### config.mk
export PLATFORM = sky130hd
export DESIGN_NAME = multiplier_sequencer
export DESIGN_NICKNAME = d
export VERILOG_FILES = /design/src/rtl/multiplier_sequencer.sv
export SDC_FILE = /design/constraint.sdc
export NUM_CORES = 1
export LEC_CHECK = 0
export ABC_CLOCK_PERIOD_IN_PS = 1400
export CAP_MARGIN = 40
export CORE_UTILIZATION = 38
export CTS_BUF_LIST = sky130_fd_sc_hd__clkbuf_4
export CTS_CLUSTER_DIAMETER = 50
export CTS_CLUSTER_SIZE = 25
export DETAILED_ROUTE_END_ITERATION = 8
export MAX_ROUTING_LAYER = met4
export PLACE_DENSITY_LB_ADDON = 0.25
export SETUP_SLACK_MARGIN = 0.5
export SYNTH_ARGS = -nofsm -noshare
export SYNTH_HDL_FRONTEND = slang
export SYNTH_SLANG_ARGS = --single-unit
### constraint.sdc
create_clock -name clk -period 1.4 [get_ports clk]
set_input_delay 0.28 -clock clk [delete_from_list [all_inputs] [get_ports clk]]
set_output_delay 0.28 -clock clk [all_outputs]
set_load 0.02 [all_outputs]
### src/rtl/multiplier_sequencer.sv
// multiplier_sequencer: steps one multiplier through write-in, read-in, write-out, read-out; aborts on access error.
// Latency: accept to resultValid is 4*STAGE_CYCLES cycles; an aborted request reaches resultValid one cycle after the error.
// Backpressure: startReady only in IDLE; the result is held in HOLD until resultReady. MUL_SEQ_PERF_EN adds opCount/errCount.
module multiplier_sequencer #(
    parameter int N            = 32,
    parameter int STAGE_CYCLES = 1
) (
    input  logic             clk,
    input  logic             resetN,
    input  logic             startValid,
    output logic             startReady,
    input  logic [N-1:0]     opA,
    input  logic [N-1:0]     opB,
    output logic             resultValid,
    input  logic             resultReady,
    output logic [2*N-1:0]   result,
    output logic             resultOverflow,
    output logic             resultError,
    output logic [N-1:0]     mulA,
    output logic [N-1:0]     mulB,
    output logic             writeEnableA,
    output logic             writeEnableB,
    output logic             readEnableA,
    output logic             readEnableB,
    output logic             writeEnableOut,
    output logic             readEnableOut,
    output logic             resetA,
    output logic             resetB,
    output logic             resetOut,
    input  logic             accessErrorA,
    input  logic             accessErrorB,
    input  logic             accessErrorOut,
    input  logic [2*N-1:0]   mulProduct,
    input  logic             mulOverflow
`ifdef MUL_SEQ_PERF_EN
    ,
    output logic [31:0]      opCount,
    output logic [15:0]      errCount
`endif
);

    typedef enum logic [2:0] {
        IDLE,
        WR_IN,
        RD_IN,
        WR_OUT,
        RD_OUT,
        ABORT,
        HOLD
    } state_t;

    // A single-cycle stage still needs a 1-bit counter so the compare below stays well formed.
    localparam int CW = (STAGE_CYCLES > 1) ? $clog2(STAGE_CYCLES) : 1;
    localparam logic [CW-1:0] STAGE_LAST = CW'(STAGE_CYCLES - 1);

    state_t          state;
    state_t          state_nxt;
    logic [CW-1:0]   stage_cnt;
    logic            stage_last;
    logic            in_phase;
    logic            any_err;
    logic            abort_now;

    assign stage_last = (stage_cnt == STAGE_LAST);
    assign in_phase   = (state == WR_IN) || (state == RD_IN) ||
                        (state == WR_OUT) || (state == RD_OUT);
    assign any_err    = accessErrorA | accessErrorB | accessErrorOut;
    // Errors only matter while the multiplier is being driven; IDLE/HOLD ignore them.
    assign abort_now  = in_phase && any_err;

    // Next-state and Moore outputs; enables are one-hot per phase so a read and a write never overlap.
    always_comb begin
        state_nxt      = state;
        startReady     = 1'b0;
        resultValid    = 1'b0;
        writeEnableA   = 1'b0;
        writeEnableB   = 1'b0;
        readEnableA    = 1'b0;
        readEnableB    = 1'b0;
        writeEnableOut = 1'b0;
        readEnableOut  = 1'b0;
        resetA         = 1'b0;
        resetB         = 1'b0;
        resetOut       = 1'b0;
        unique case (state)
            IDLE: begin
                startReady = 1'b1;
                if (startValid) state_nxt = WR_IN;
            end
            WR_IN: begin
                writeEnableA = 1'b1;
                writeEnableB = 1'b1;
                if (any_err)         state_nxt = ABORT;
                else if (stage_last) state_nxt = RD_IN;
            end
            RD_IN: begin
                readEnableA = 1'b1;
                readEnableB = 1'b1;
                if (any_err)         state_nxt = ABORT;
                else if (stage_last) state_nxt = WR_OUT;
            end
            WR_OUT: begin
                writeEnableOut = 1'b1;
                if (any_err)         state_nxt = ABORT;
                else if (stage_last) state_nxt = RD_OUT;
            end
            RD_OUT: begin
                readEnableOut = 1'b1;
                // An error on the final read cycle wins over completion.
                if (any_err)         state_nxt = ABORT;
                else if (stage_last) state_nxt = HOLD;
            end
            ABORT: begin
                resetA    = 1'b1;
                resetB    = 1'b1;
                resetOut  = 1'b1;
                state_nxt = HOLD;
            end
            HOLD: begin
                resultValid = 1'b1;
                if (resultReady) state_nxt = IDLE;
            end
            default: state_nxt = IDLE;
        endcase
    end

    // State register.
    always_ff @(posedge clk or negedge resetN) begin
        if (!resetN) state <= IDLE;
        else         state <= state_nxt;
    end

    // Stage counter: runs within a phase, restarts whenever the phase ends or is aborted.
    always_ff @(posedge clk or negedge resetN) begin
        if (!resetN)                              stage_cnt <= '0;
        else if (in_phase && !stage_last && !any_err) stage_cnt <= stage_cnt + 1'b1;
        else                                      stage_cnt <= '0;
    end

    // Operand latch: held stable from accept until the next accept.
    always_ff @(posedge clk or negedge resetN) begin
        if (!resetN) begin
            mulA <= '0;
            mulB <= '0;
        end else if (state == IDLE && startValid) begin
            mulA <= opA;
            mulB <= opB;
        end
    end

    // Result capture: product on clean completion, zeros plus error flag after an abort.
    always_ff @(posedge clk or negedge resetN) begin
        if (!resetN) begin
            result         <= '0;
            resultOverflow <= 1'b0;
            resultError    <= 1'b0;
        end else if (state == RD_OUT && stage_last && !any_err) begin
            result         <= mulProduct;
            resultOverflow <= mulOverflow;
            resultError    <= 1'b0;
        end else if (state == ABORT) begin
            result         <= '0;
            resultOverflow <= 1'b0;
            resultError    <= 1'b1;
        end
    end

`ifdef MUL_SEQ_PERF_EN
    // Performance counters: good handshakes wrap, abort entries saturate.
    always_ff @(posedge clk or negedge resetN) begin
        if (!resetN) begin
            opCount  <= '0;
            errCount <= '0;
        end else begin
            if (state == HOLD && resultReady && !resultError) opCount <= opCount + 32'd1;
            if (abort_now && errCount != 16'hFFFF)            errCount <= errCount + 16'd1;
        end
    end
`endif

endmodule

==> out/metrics.cfg <==
[outcome]
status = finished, violations left
violations = setup timing

[floorplanning]
rows = 44
core_mm2 = 0.01453
dieHeight_um = 123.9
start_util = 0.3883
die_area_mm2 = 0.01534
boundaryPins = 277
die_x_um = 123.9

[setup_path]
reg2reg_depth = 8
crit_end = mulA[7]$_DFFE_PN0P_
worstPathArrival_ns = 2.25
path_common_cell = buf_6
end_kind = flop
start_kind = flop
worstSetupPathType = reg -> reg
cp-startpoint = state[0]$_DFFE_PN0P_
cp_slowest_cell = dfrtp_2
critPathMaxFanout = 5
critical-path-max-stage-delay_ns = 0.44
regToRegEndpoint = mulA[7]$_DFFE_PN0P_
ff2ff_setup_slack_ns = -0.44
path_cells = buf_6 -> buf_6 -> nor3_4 -> and2_4 -> buf_6 -> buf_12 -> buf_16 -> mux2_4
crit_required_ns = 1.81
crit-reg2reg-launch = state[0]$_DFFE_PN0P_

[power]
p_int_mw = 12.22
p_per_area_mw_per_mm2 = 1831
share_comb_of_total_power = 0.544
p_leak_nw = 5.518
p_switching_mw = 6.793
power_frac_clock = 0.129
sw_frac_of_total = 0.3573
power_frac_seq = 0.327
p_total_mw = 19.01
ir_drop_uv = 1219

[finish]
n_antenna_cell = 0
drive_gt1_frac = 0.4070
area_growth_pct = 84.06
fillers = 950
nets = 956
instances_no_fill = 1017
final-seq-area_mm2 = 0.003356
multi_input_area_mm2 = 0.002087

[routing]
wire_per_inst_um = 17.14
dr_total_vias = 4727
totalWireLength_mm = 17.44
via_per_inst = 4.648
ant_nets = 0
drc = 0
dr.pass1.iters = 5
drtIter0Drc = 149

[placement]
globalplace.congestion = 0.8086
port_buffers = 276
hpwl_mm = 10.83
dp_cells = 907
preCtsSetupSlack_ns = -0.4492

[clock_network]
clk_pin_slew_ns = 0.12
cts_sinks = 134
numCtsBuffers = 17
insertion_delay_ns = 0.53
clk_root_buffer_cell = clkbuf_4
clock_path_buffers = 2
tritoncts = yes
cts.htree.levels = 4

[yosys]
synthesis.area_mm2 = 0.005643
synth_top_area_cell = dfrtp_1
yosysWarnings = 0
synth_compound_area_frac = 0.01242
async_flop_share = 1.000
yosysMostFrequentCell = dfrtp_1
synth-simple-area-share = 0.06319
yosysTopAreaCellShare = 0.5942
synth_mux_area_frac = 0.2450
synth-edff-count = 0
yosys_most_used_dff = dfrtp_1
ys_types = 29
netlist_instances = 453
avgSynthCellArea_um2 = 12.46
synth_top_family_by_area = multiplexers
synth_xor_area_frac = 0
synth_area_leaders = dfrtp_1, mux2_1, mux2i_1
synthAdderAreaFrac = 0
synth_common_cells = dfrtp_1, inv_1, nand2_1, mux2i_1, mux2_1
yosysSeqAreaShare = 0.5942
synth_fp_nets = 589
synth-seq-cells = 134

[timing]
layout_min_cycle_time_ns = 1.845
final-setup-viol-count = 143
finalMaxSlewViolations = 0
fin_ws_ns = -0.4447
fin_crit_sh = 1.318
clock_skew_ns = 0.02607
rsz0062_at_grt = yes
timing.final.hold_violations = 0
whs_ns = 0.1177
totalNegativeSetupSlack_ns = -37.17
fmax_ghz = 0.5421

[global_route]
grt_max_degree = 66
grtUsageMet3 = 0.07921
busiest_layer = met2
grt_pass1_wl_mm = 24.76
grt_pass1_vias = 4841
grt_use_met2 = 0.3830
grt_antenna_before_repair = 0
gr-total-overflow = 0
grtUsageMet1 = 0.2468
grtUsageTotal = 0.2253

[flow_run]
max_cap_violations = 0

[min_path]
holdCritPathClass = in -> async

==> flip-flops by register name (all words and copies together) (netlist names) <==
register / count
stage_cnt: 1
state: 3
result: 64
resultError: 1
mulB: 32
mulA: 32
resultOverflow: 1
==> power by group through the flow <==
stage	clock network, mW	logic, mW	registers, mW
after floorplan	0	2.33	7.53
after global placement	0	7.65	5.91
after detailed placement	0	7.80	5.98
after CTS	2.53	9.18	6.15
after global routing	2.72	10.9	6.35
final	2.46	10.3	6.21
==> cell usage in the layout (no fill, tap or decap), types with 12 or more instances in the layout <==
cell / netlist / routed
buf_4: 6 / 57
inv_1: 68 / 66
buf_12: 0 / 12
buf_16: 0 / 12
clkdlybuf4s50_1: 0 / 134
buf_6: 11 / 156
clkbuf_4: 0 / 20
nand2_1: 66 / 65
mux2_1: 64 / 15
mux2i_1: 65 / 65
mux2_4: 0 / 49
dfrtp_1: 134 / 132
==> worst max-delay path: cells and delay by family (launching register included) <==
kind,cells,cell delay (ns)
flops,1,0.44
buf+inv,5,0.60
simple gates,2,0.39
mux,1,0.30
==> logic make-up (layout without fill, tap and decap cells) <==
logic type	count (synthesis)	after routing
and+or+nand+nor	82	82
buffers and inverters	96	476
AOI/OAI and AO/OA	10	10
DFF	134	134
muxes	130	130
other	1	1
==> metal layers <==
metal	wire length [um]	vias up
li1	-	2192
met1	6706	2319
met2	9021	196
met3	1489	20
met4	218	0
met5	0	-
==> layout make-up <==
type,count,area share
clock inverter,12,0.01072
multi-input combinational,223,0.2009
clock buffer,20,0.01446
inverter,68,0.02554
tap,184,0.02217
sequential,134,0.3231
timing repair buffer,376,0.4031
==> through the flow <==
stage	util	area (um^2)
floorplan	-	5766
finish	0.7146	10390
detailed placement	0.5999	8718
global placement	0.5999	8718
CTS	0.6807	9893
global route	0.7146	10390
==> worst min path at each step <==
stage,endpoint,cells after the start
6_report,result[22]$_DFFE_PN0P_,2
4_1_cts,result[27]$_DFFE_PN0P_,2
5_1_grt,result[22]$_DFFE_PN0P_,2
3_5_place_dp,result[27]$_DFFE_PN0P_,1
3_3_place_gp,result[27]$_DFFE_PN0P_,1
2_1_floorplan,mulA[0]$_DFFE_PN0P_,0
==> what timing repair did <==
item,4_1_cts,5_1_grt
gates cloned,12,3
resized for setup,908,41
pin swaps,5,6
endpoints found under the hold margin,134,0
hold buffers,1,0
setup buffers,25,37
setup endpoints to repair,274,274
Note: power is estimated with default switching activity, not from simulation.
